==> config.mk <==
export PLATFORM = sky130hd
export DESIGN_NAME = led_pattern_sequencer
export DESIGN_NICKNAME = d
export VERILOG_FILES = /design/src/rtl/led_pattern_sequencer.sv
export SDC_FILE = /design/constraint.sdc
export NUM_CORES = 1
export LEC_CHECK = 0
export ABC_AREA = 1
export BUFFER_PORTS_ARGS = -buffer_cell sky130_fd_sc_hd__buf_2
export CAP_MARGIN = 20
export CORE_MARGIN = 8
export CORE_UTILIZATION = 47
export DETAILED_ROUTE_END_ITERATION = 12
export GPL_TIMING_DRIVEN = 0
export PLACE_DENSITY = 0.74
export SETUP_SLACK_MARGIN = 0.15
export SLEW_MARGIN = 0
export SYNTH_ARGS = -nofsm -noshare
export SYNTH_HDL_FRONTEND = slang
export SYNTH_SLANG_ARGS = --single-unit
==> constraint.sdc <==
create_clock -name clk -period 4.2 [get_ports clk]
set_clock_uncertainty 0.1 [all_clocks]
set_input_delay 0.63 -clock clk [delete_from_list [all_inputs] [get_ports clk]]
set_output_delay 0.63 -clock clk [all_outputs]
set_load 0.1 [all_outputs]
==> src/rtl/led_pattern_sequencer.sv <==
// LED bank controller: shows live switches, a walking one, a binary count or blinking switches,
// selected by a debounced-by-sync mode button, frozen by a hold button, paced by a tick prescaler.
//
// state | meaning
// PASS  | led follows synchronized switches
// SHIFT | walking one, rotates left once per tick
// COUNT | 8-bit binary count, +1 per tick
// BLINK | led alternates between switches and 00 per tick
module led_pattern_sequencer #(
  parameter int TICK_DIV = 50_000_000
) (
  input  logic       clk,
  input  logic       rst,
  input  logic [7:0] sw,
  input  logic       btn_mode,
  input  logic       btn_hold,
  output logic [7:0] led,
  output logic [1:0] mode,
  output logic       tick
);

  localparam int            CW      = (TICK_DIV > 2) ? $clog2(TICK_DIV) : 1;
  localparam logic [CW-1:0] CNT_TOP = CW'(TICK_DIV - 1);

  typedef enum logic [1:0] {
    PASS  = 2'd0,
    SHIFT = 2'd1,
    COUNT = 2'd2,
    BLINK = 2'd3
  } mode_e;

  logic [7:0]    sw_s1_q, sw_s2_q;
  logic          mode_s1_q, mode_s2_q;
  logic          hold_s1_q, hold_s2_q;
  logic          prev_q;
  logic [CW-1:0] cnt_q;
  logic          tick_q;
  mode_e         state_q, state_d;
  logic [7:0]    pat_q, pat_d;
  logic          phase_q, phase_d;
  logic [7:0]    led_q, led_d;
  logic          mode_edge;
  logic          advance;

  assign mode_edge = mode_s2_q & ~prev_q;
  // a mode change or hold swallows the tick for pattern purposes
  assign advance   = tick_q & ~hold_s2_q & ~mode_edge;

  always_ff @(posedge clk) begin
    if (rst) begin
      sw_s1_q   <= 8'h00;
      sw_s2_q   <= 8'h00;
      mode_s1_q <= 1'b0;
      mode_s2_q <= 1'b0;
      hold_s1_q <= 1'b0;
      hold_s2_q <= 1'b0;
      prev_q    <= 1'b0;
      cnt_q     <= '0;
      tick_q    <= 1'b0;
    end else begin
      sw_s1_q   <= sw;
      sw_s2_q   <= sw_s1_q;
      mode_s1_q <= btn_mode;
      mode_s2_q <= mode_s1_q;
      hold_s1_q <= btn_hold;
      hold_s2_q <= hold_s1_q;
      prev_q    <= mode_s2_q;
      cnt_q     <= (cnt_q == CNT_TOP) ? '0 : cnt_q + CW'(1);
      tick_q    <= (cnt_q == CNT_TOP);
    end
  end

  always_ff @(posedge clk) begin
    if (rst) begin
      state_q <= PASS;
      pat_q   <= 8'h00;
      phase_q <= 1'b0;
      led_q   <= 8'h00;
    end else begin
      state_q <= state_d;
      pat_q   <= pat_d;
      phase_q <= phase_d;
      led_q   <= led_d;
    end
  end

  always_comb begin
    state_d = state_q;
    pat_d   = pat_q;
    phase_d = phase_q;
    led_d   = 8'h00;

    if (mode_edge) begin
      case (state_q)
        PASS:  begin state_d = SHIFT; pat_d = 8'h01; end
        SHIFT: begin state_d = COUNT; pat_d = 8'h00; end
        COUNT: begin state_d = BLINK; phase_d = 1'b0; end
        default: state_d = PASS;
      endcase
    end else if (advance) begin
      case (state_q)
        SHIFT:   pat_d   = {pat_q[6:0], pat_q[7]};
        COUNT:   pat_d   = pat_q + 8'd1;
        BLINK:   phase_d = ~phase_q;
        default: pat_d   = pat_q;
      endcase
    end

    case (state_q)
      PASS:         led_d = sw_s2_q;
      SHIFT, COUNT: led_d = pat_q;
      default:      led_d = phase_q ? sw_s2_q : 8'h00;
    endcase
  end

  assign led  = led_q;
  assign mode = state_q;
  assign tick = tick_q;

endmodule

Word-level counts from Yosys, hierarchy flattened
Cells that the tools add are included.
{ "word_totals": {"regBits": 67, "inputBits": 12, "output_inout_bits": 11} }
{ "op_classes": {"add_sub_neg": 2, "eq_ne": 6, "muxes": 11, "bitwise_logic": 7, "reduce_logical": 8} }
{ "op_table": {"columns": ["cell", "count"], "rows": [
  ["one-hot mux 8 bit (2 select lines)", 3],
  ["adder 26 x 1 -> 26 bit (second input constant)", 1],
  ["== test 26 bit (second input constant)", 1],
  ["2-to-1 mux 8 bit", 3],
  ["adder 8 x 1 -> 8 bit (second input constant)", 1],
  ["one-hot mux 2 bit (3 select lines)", 1],
  ["AND reduction 3 bit", 2],
  ["== test 2 bit (second input constant)", 2],
  ["2-to-1 mux 1 bit", 4],
  ["inverter 1 bit", 4],
  ["nonzero test 2 bit", 2],
  ["OR reduction 2 bit", 2],
  ["AND 1 bit", 3],
  ["!= test 3 x 1 -> 1 bit (second input constant)", 1],
  ["nonzero test 3 bit", 1],
  ["== test 2 x 1 -> 1 bit (second input constant)", 1],
  ["logical NOT 2 bit", 1],
  ["!= test 2 x 1 -> 1 bit (second input constant)", 1]
]} }

Longest topological paths before layout
Gate-level depths: netlist of the first run.
{ "depth": {"depth_word": 6, "ltp_mapped": 11} }

Worst setup path after synthesis of the first run
OpenSTA, ideal clock, no wires.
{ "synth_timing": {"kind": "reg2reg", "from": "register state_q[0] (netlist: mode[0])", "to": "register pat_q[7]", "setup_time_ns": 0.132, "arrival_time_ns": 2.074, "required_ns": 3.968, "path_slack_ns": 1.894, "stages_incl_launch_ff": 12, "path_buffers": 1, "period_less_slack_ns": 2.306, "cell_sequence": "dfxtp_1 inv_1 ha_1 buf_2 inv_1 nand2_1 nand2_1 nand2_1 nand2_2 nor2_1 nand2_1 a21oi_1"} }
{ "synth_between": {"elab_chain_cells": 4} }
{ "synth_rtl": {"columns": ["element", "line", "source"], "rows": [
  ["from (decl)", "38", "mode_e state_q, state_d;"],
  ["from (signal assigned)", "80", "state_q <= state_d;"],
  ["== test 2 bit or == test 2 x 1 -> 1 bit (tied branches)", "101, 94", null],
  ["one-hot mux 8 bit (2 select lines)", "101", "case (state_q)"],
  ["2-to-1 mux 8 bit", "100", "end else if (advance) begin"],
  ["2-to-1 mux 8 bit", "93", "if (mode_edge) begin"],
  ["to (signal assigned)", "81", "pat_q <= pat_d;"],
  ["to (decl)", "39", "logic [7:0] pat_q, pat_d;"]
]} }
Several ways; a longest one is shown, not always the timed one. The select of a mux whose other input is x is not followed.
A chain may end at the register's enable or synchronous reset.

Worst setup path after layout of the first run
{ "layout_timing": {"from": "register state_q[0] (netlist: mode[0])", "to": "output port mode[0]"} }
{ "layout_lines": {"columns": ["element", "line", "source"], "rows": [
  ["to (decl)", "18", "output logic [1:0] mode,"]
]} }
No word-level cell between the ends.

==> results of run 1 <==
## per-stage QoR
| stage | setup slack [ns] | total power (uW) | util |
|---|---|---|---|
| finish | 2.19 | 1340 | 0.555 |
| global placement | 2.35 | 761 | 0.520 |
| CTS | 2.18 | 1360 | 0.555 |
| detailed placement | 2.36 | 762 | 0.520 |
| floorplan | 1.89 | 740 | - |
| global route | 2.14 | 1400 | 0.555 |
## area by class of cell
class | instances | share of cell area
multi-input combinational | 321 | 0.428
sequential | 67 | 0.379
inverter | 52 | 0.0551
clock buffer | 9 | 0.0350
timing repair buffer | 22 | 0.0311
clock inverter | 7 | 0.0282
tap | 77 | 0.0272
buffer | 9 | 0.0166
## cells by family after synthesis
| family | count (synthesis) | synth area share |
|---|---|---|
| AND/OR/NAND/NOR | 256 | 0.349 |
| adder cells (fa/ha/maj) | 7 | 0.0281 |
| flip-flops | 67 | 0.431 |
| XOR/XNOR | 12 | 0.0338 |
| buffers and inverters | 61 | 0.0816 |
| AO/OA/AOI/OAI | 46 | 0.0768 |
## sequential cells by signal, indices dropped and copies added, names as in the netlist
name / flops
mode_s2_q: 1
pat_q: 8
mode_s1_q: 1
mode: 2
phase_q: 1
sw_s2_q: 8
hold_s1_q: 1
sw_s1_q: 8
tick: 1
prev_q: 1
cnt_q: 26
led: 8
hold_s2_q: 1
## per-layer routing
layer | vias up | share of wire | GRT usage
met5 | - | 0 | 0
met4 | 0 | 0.018 | 0.0711
met3 | 9 | 0.052 | 0.0377
met2 | 81 | 0.42 | 0.211
met1 | 1234 | 0.51 | 0.190
li1 | 1460 | - | -
## power groups by stage
stage          Sequential, uW  Clock (uW)  Combinational, uW
5_1_grt                   661         641               98.9
6_report                  659         596               88.2
4_1_cts                   659         613               88.5
3_5_place_dp              674           0               88.1
2_1_floorplan             696           0               44.9
3_3_place_gp              673           0               87.5
## cells in the final DEF, fill, tap and decap left out, types with 3 or more instances in the layout
cell / n
nor2_1: 90
o21ai_0: 14
clkbuf_1: 5
xnor2_1: 9
ha_1: 7
dfxtp_1: 67
a21oi_1: 29
xor2_1: 3
nand3b_1: 7
nand2_1: 122
nand4_1: 4
inv_1: 51
nand2_2: 3
buf_2: 24
nand3_1: 18
clkbuf_8: 9
## final timing paths
kind | startpoint | end | slack (ns) | cells past startpoint
worst min-delay path | sw_s1_q[2] | sw_s2_q[2] | 0.30 | 2
worst max register to register | mode[0] | pat_q[0] | 2.34 | 10
worst min register to register | sw_s1_q[2] | sw_s2_q[2] | 0.30 | 2
worst max-delay path | mode[0] | mode[0] | 2.19 | 1
==> flow_summary.yaml, run 1 <==
run_status:
  status: "completed"
route:
  firstDrtPassIters: 5
  first_iter_violations: 185
  post_drt_wl_per_cell_um: 11.3
  drc_errors: 0
  vias: 2784
  antenna_left: 0
  wl_um: 6400
  via_per_inst: 4.94
setup_path:
  cp_top_family: "buffers and inverters"
  cp_max_fo: 6
  path_cells: "buf_2"
  cpMaxStageDelayCell: "buf_2"
  end_kind: "output pin"
  crit_arrival_ns: 1.28
  crit_buf_inv: 1
  slowest_delay_ns: 0.48
  critical_path_class: "flop to output pin"
  cp-start-kind: "flop"
  crit_required_ns: 3.47
power:
  p_int_uw: 1010
  p_sw_uw: 329
  p_seq_frac: 0.491
  vdd_drop_max_v: 0.000227
  combPwrFrac: 0.066
  swShare: 0.245
  clockPowerShare: 0.444
  cellPowerDensity_nw_per_um2: 379
  p_leak_uw: 0.00139
synth:
  post-synth-top-count-cell: "nand2_1"
  async_flop_share: 0
  synth-edff-count: 0
  syn_area_per_cell_um2: 6.93
  ys_seq_elements: 67
  ys_seq_area_frac: 0.431
  synthFlopType: "dfxtp_1"
  syn_nets: 468
  syn_area_um2: 3110
  synth.distinct_cells: 28
  synth.top_cell.area_share: 0.431
  yosysWarnings: 0
  ys_top_cells_by_area: "dfxtp_1, nand2_1, nor2_1"
  synth_largest_area_cell: "dfxtp_1"
  synthTopCellsByCount: "nand2_1, nor2_1, dfxtp_1"
  postSynthCellCount: 449
cts:
  hold_buffers: 0
  cts_buffer_depth: 2
  clock_latency_ns: 0.34
  clk_pin_slew_ns: 0.08
  cts.sinks: 67
  cts_max_level: 3
  cts_tree: "built"
  clockRootBuffer: "clkbuf_8"
  cts-resized-gates: 0
  cts_setup_buffers: 0
  cts_inserted_buffers: 9
cells_and_area:
  seq_area_um2: 1340
  area_growth_pct: 13.8
  antenna_cells: 0
  final_area_um2: 3540
  multi_input_area_um2: 1520
  layout.nets: 501
  fill_cells: 604
  final-instance-count-excl-fill: 564
  drive_above_1_share: 0.111
grt:
  antenna_found_initial: 0
  grt_pass1_wl_um: 11500
  grt_pass1_vias: 2549
  overflow: 0
  grt_max_degree: 14
  track_usage: 0.144
placement:
  place_inst: 548
  gp_congestion: 0.906
  postPlaceCellArea_um2: 3320
  portBuffers: 22
  dp.final_hpwl_um: 4720
sta:
  worst_slew_margin_rel: 0.669
  finalSetupViolCount: 0
  worst_hold_slack_ns: 0.298
  rsz0062_at_grt: "no"
  maxSlewViolCount: 0
  setup_tns_ns: 0
  fmax_mhz: 498
  period_minus_slack_ns: 2.01
  worst_pin_slew_ns: 0.496
  hold_violations: 0
  period_share: 0.478
min_path:
  min-delay-path-class: "flop to flop"
die:
  start_util: 0.487
  dieArea_um2: 9480
  die_x_um: 97.4
  coreArea_um2: 6390
  num_rows: 29
  ios: 23
  die_y_um: 97.4
run:
  max_cap_violations: 0
(Power assumes the default switching activity.)
==> run 2, diff against run 1 <==
Settings changed: ABC_AREA 1 to 0.
Clock period 4.2 ns to 2.1 ns, I/O delays scaled along.
==> flow_summary.yaml, run 2 <==
grt:
  grt_max_degree: 13
  overflow: 0
  track_usage: 0.127
  antenna_found_initial: 0
  grt_pass1_wl_um: 8840
  grt_pass1_vias: 1986
cells_and_area:
  drive_above_1_share: 0.205
  antenna_cells: 0
  final-instance-count-excl-fill: 422
  layout_common_cells: "dfxtp_1, nor2_1, nor2b_1"
  largest_register_ffs: 26
  area_growth_pct: 20.7
  layout.nets: 361
  final_common_cell: "dfxtp_1"
  top_register: "cnt_q"
sta:
  worst_hold_slack_ns: 0.0863
  worst_pin_slew_ns: 0.515
  maxSlewViolCount: 0
  period_share: 0.930
  fmax_mhz: 512
  period_minus_slack_ns: 1.95
  worst_slew_margin_rel: 0.657
  hold_violations: 0
  finalSetupViolCount: 0
  rsz0062_at_grt: "yes"
synth:
  synth-edff-count: 0
  ys_seq_area_frac: 0.488
  synthTopCellsByCount: "dfxtp_1, nor2_1, nor2b_1"
  synth.distinct_cells: 39
  post-synth-top-count-cell: "dfxtp_1"
  syn_area_per_cell_um2: 9.03
  synth.top_cell.area_share: 0.488
  yosysWarnings: 0
  async_flop_share: 0
  synth_largest_area_cell: "dfxtp_1"
  syn_area_um2: 2750
  ys_seq_elements: 67
  ys_top_cells_by_area: "dfxtp_1, nor2_1, nor2b_1"
  postSynthCellCount: 304
  syn_nets: 323
  synthFlopType: "dfxtp_1"
cts:
  cts.sinks: 67
  clk_pin_slew_ns: 0.08
  hold_buffers: 0
  clock_latency_ns: 0.33
  cts_inserted_buffers: 9
  clockRootBuffer: "clkbuf_8"
  cts_tree: "built"
  cts_buffer_depth: 2
  cts_max_level: 3
die:
  coreArea_um2: 5780
  die_y_um: 92.4
  ios: 23
  start_util: 0.475
  num_rows: 28
  die_x_um: 92.4
  dieArea_um2: 8550
route:
  antenna_left: 0
  wl_um: 5460
  firstDrtPassIters: 4
  via_per_inst: 5.13
  drc_errors: 0
  vias: 2166
  first_iter_violations: 106
  post_drt_wl_per_cell_um: 12.9
setup_path:
  crit_arrival_ns: 2.08
  cp_max_fo: 10
  cp-start-kind: "flop"
  critical_path_class: "flop to flop"
  end_kind: "flop"
  crit_required_ns: 2.22
power:
  power_uw: 2630
  cellPowerDensity_nw_per_um2: 792
  p_leak_uw: 0.00127
  vdd_drop_max_v: 0.000469
placement:
  gp_congestion: 0.875
  place_inst: 401
  portBuffers: 22
  dp.final_hpwl_um: 3790
run:
  max_cap_violations: 0
run_status:
  status: "completed"
min_path:
  min-delay-path-class: "primary input to flop"
==> run 2: changes by cell type after synthesis, moves of 5 or more <==
cell / delta
nand2_1: -101
inv_1: -44
nor2_1: -43
nor2b_1: +25
a21oi_1: -21
xor2_1: +14
a22oi_1: +8
o21ai_0: -8
clkbuf_1: +7
nand3b_1: -7
nand4_1: +6
and3_1: +5
==> run 2: power by group <==
group / switching, uW / leakage, uW / internal (uW) / total [uW]
Sequential: 15.0 / 0.000549 / 1300 / 1310
Clock: 494 / 0.000113 / 661 / 1150
Combinational: 106 / 0.000607 / 53.3 / 159
Total: 615 / 0.00127 / 2010 / 2630
==> run 2: metrics by stage <==
stage	setup TNS [ns]	setup slack (ns)	cell area, um2	utilization
after floorplan	0	0.152	2770	-
after global placement	-1.01	-0.0761	2980	0.515
after detailed placement	-1.74	-0.137	2980	0.515
after CTS	0	0.124	3220	0.557
after global routing	0	0.0580	3320	0.574
final	0	0.147	3320	0.574
==> run 2: cell type report <==
cell class / instances / area, um2
Clock buffer: 12 / 166
Clock inverter: 4 / 53.8
Inverter: 7 / 26.3
Fill cell: 497 / 2460
Sequential cell: 67 / 1360
Multi-Input combinational cell: 216 / 1390
Timing Repair Buffer: 27 / 148
Tap cell: 75 / 93.8
Buffer: 14 / 81.3
==> run 2: worst paths after layout <==
path,slack (ns),endpoint,cells after the start,startpoint
worst min-delay path,0.09,sw_s1_q[2],2,sw[2]
worst max-delay path,0.15,cnt_q[9],6,cnt_q[16]
worst max register to register,0.15,cnt_q[9],6,cnt_q[16]
worst min register to register,0.34,mode_s2_q,1,mode_s1_q
==> run 2: repair_timing <==
| action | CTS | global route |
|---|---|---|
| endpoints found under the hold margin | 0 | 0 |
| cloned | 0 | 1 |
| pin swaps | 2 | 2 |
| resized for setup | 2 | 20 |
| setup buffers | 1 | 3 |
| setup endpoints to repair | 25 | 29 |
==> run 2: cells by family (layout without fill, tap and decap cells) <==
logic type | Yosys count | in the layout | synth area share
DFF | 67 | 67 | 0.488
AOI/OAI and AO/OA | 36 | 36 | 0.0929
muxes | 3 | 3 | 0.0118
buffers and inverters | 21 | 64 | 0.0342
xor gates and xnor gates | 25 | 25 | 0.0797
adders and majority gates | 7 | 7 | 0.0319
and+or+nand+nor | 145 | 145 | 0.261
==> run 2: worst max-delay path, stage by stage (launching register included) <==
cell and delay (ns):
dfxtp_4 0.35, or4b_4 0.54, nor4_4 0.15, nand3_2 0.14, o31ai_4 0.30, buf_6 0.20
nor2_1 0.05
==> run 2: routing by layer <==
metal | GRT usage | up-vias | wire, um | share of wire
li1 | - | 1116 | - | -
met4 | 0.0577 | 0 | 44 | 0.0081
met2 | 0.206 | 36 | 2590 | 0.47
met5 | 0 | - | 0 | 0
met1 | 0.151 | 1010 | 2610 | 0.48
met3 | 0.0405 | 4 | 220 | 0.040
==> run 3, diff against run 2 <==
Settings changed: CORE_ASPECT_RATIO from default to 0.5.
==> flow_summary.yaml, run 3 (synthesis results as in run 2) <==
run_status:
  status: "completed"
power:
  p_int_uw: 2430
  combPwrFrac: 0.055
  swShare: 0.220
  p_sw_uw: 685
  p_leak_uw: 0.00135
  p_seq_frac: 0.422
  vdd_drop_max_v: 0.000500
  cellPowerDensity_nw_per_um2: 885
  clockPowerShare: 0.522
grt:
  grt_pass1_vias: 2238
  grt_pass1_wl_um: 10000
  grt_max_degree: 13
  overflow: 0
  track_usage: 0.145
  antenna_found_initial: 0
sta:
  period_share: 0.945
  maxSlewViolCount: 0
  finalSetupViolCount: 0
  period_minus_slack_ns: 1.99
  worst_pin_slew_ns: 0.545
  fmax_mhz: 504
  hold_violations: 0
  worst_slew_margin_rel: 0.636
  setup_ws_ns: 0.114
  rsz0062_at_grt: "yes"
  setup_tns_ns: 0
die:
  start_util: 0.494
  ios: 23
  die_y_um: 70.1
  num_rows: 19
  coreArea_um2: 5560
  dieArea_um2: 8690
  die_x_um: 124
setup_path:
  path_cells: "ha_2 -> nand4_1 -> or3_1 -> nor4_2 -> xnor2_1 -> nor2_1"
  cp_max_fo: 4
  cp-start-kind: "flop"
  crit_arrival_ns: 2.11
  slowest_delay_ns: 0.46
  crit_buf_inv: 0
  end_kind: "flop"
  cpMaxStageDelayCell: "or3_1"
  cp_top_family: "simple AND/OR/NAND/NOR gates"
  critical_path_class: "flop to flop"
  crit_required_ns: 2.22
route:
  drc_errors: 0
  wl_um: 6370
  vias: 2277
  firstDrtPassIters: 5
  post_drt_wl_per_cell_um: 15.0
  first_iter_violations: 169
  via_per_inst: 5.37
  antenna_left: 0
placement:
  place_inst: 399
  dp.final_hpwl_um: 4000
  post-place-ws_ns: -0.159
  portBuffers: 22
  gp_congestion: 0.853
cells_and_area:
  fill_cells: 440
  top_register: "cnt_q"
  layout_common_cells: "dfxtp_1, nor2_1, nor2b_1"
  largest_register_ffs: 26
  final_common_cell: "dfxtp_1"
  multi_input_area_um2: 1420
  layout.nets: 365
  antenna_cells: 0
  utilization: 0.633
  drive_above_1_share: 0.245
  area_growth_pct: 28.2
  final-instance-count-excl-fill: 424
  seq_area_um2: 1350
cts:
  cts_max_level: 3
  clk_pin_slew_ns: 0.05
  cts_buffer_depth: 2
  clock_latency_ns: 0.33
  cts_tree: "built"
  cts.sinks: 67
  cts_inserted_buffers: 9
  clockRootBuffer: "clkbuf_16"
run:
  max_cap_violations: 0
min_path:
  min-delay-path-class: "primary input to flop"
==> run 3: cell count changes in the layout (fill, tap and decap cells not counted), moves of 2 or more <==
| cell | before | now |
|---|---|---|
| buf_6 | 2 | 0 |
| nor2_1 | 42 | 33 |
| clkbuf_16 | 1 | 10 |
| dfxtp_2 | 2 | 4 |
| clkbuf_8 | 11 | 2 |
| nor2_2 | 5 | 13 |
| buf_8 | 0 | 3 |
==> run 3: per-layer routing <==
metal	up-vias	wire [um]	share of wire	track usage
li1	1117	-	-	-
met1	1070	2710	0.42	0.158
met4	0	91	0.014	0.0668
met3	14	396	0.062	0.0666
met2	76	3180	0.50	0.235
met5	-	0	0	0
==> run 3: power groups by stage <==
| stage | clock network, uW | registers [uW] | logic [uW] |
|---|---|---|---|
| after floorplan | 0 | 1380 | 72.5 |
| after global placement | 0 | 1340 | 147 |
| after detailed placement | 0 | 1340 | 150 |
| after CTS | 1640 | 1320 | 162 |
| after global routing | 1700 | 1320 | 187 |
| final | 1630 | 1320 | 173 |
==> run 3: timing repair <==
action                                 4_1_cts  5_1_grt
gates cloned                                 1        1
endpoints found under the hold margin        0        0
setup endpoints to repair                   25       29
resized for setup                           17       19
pin swaps                                    2        5
setup buffers                                3        4
hold buffers                                 0        0
==> run 3: metrics by stage <==
stage | instance area (um2) | power (uW) | hold slack, ns
2_1_floorplan | 2770 | 1450 | 0.314
3_3_place_gp | 2980 | 1490 | 0.317
3_5_place_dp | 2980 | 1490 | 0.325
4_1_cts | 3400 | 3120 | 0.0908
5_1_grt | 3520 | 3200 | 0.110
6_report | 3520 | 3120 | 0.0941
==> run 3: worst paths after layout <==
check             start    endpoint  slack [ns]  depth (start not counted)
max            cnt_q[0]   cnt_q[24]        0.11                          6
min               sw[5]  sw_s1_q[5]        0.09                          2
max reg2reg    cnt_q[0]   cnt_q[24]        0.11                          6
min reg2reg  sw_s1_q[2]  sw_s2_q[2]        0.34                          1
==> run 3: cell type report <==
class                           instances  area share
Inverter                                7     0.00746
Clock inverter                          6      0.0249
Tap cell                               73      0.0259
Multi-Input combinational cell        216       0.403
Buffer                                 14      0.0252
Sequential cell                        67       0.385
Timing Repair Buffer                   31      0.0611
Clock buffer                           10      0.0679
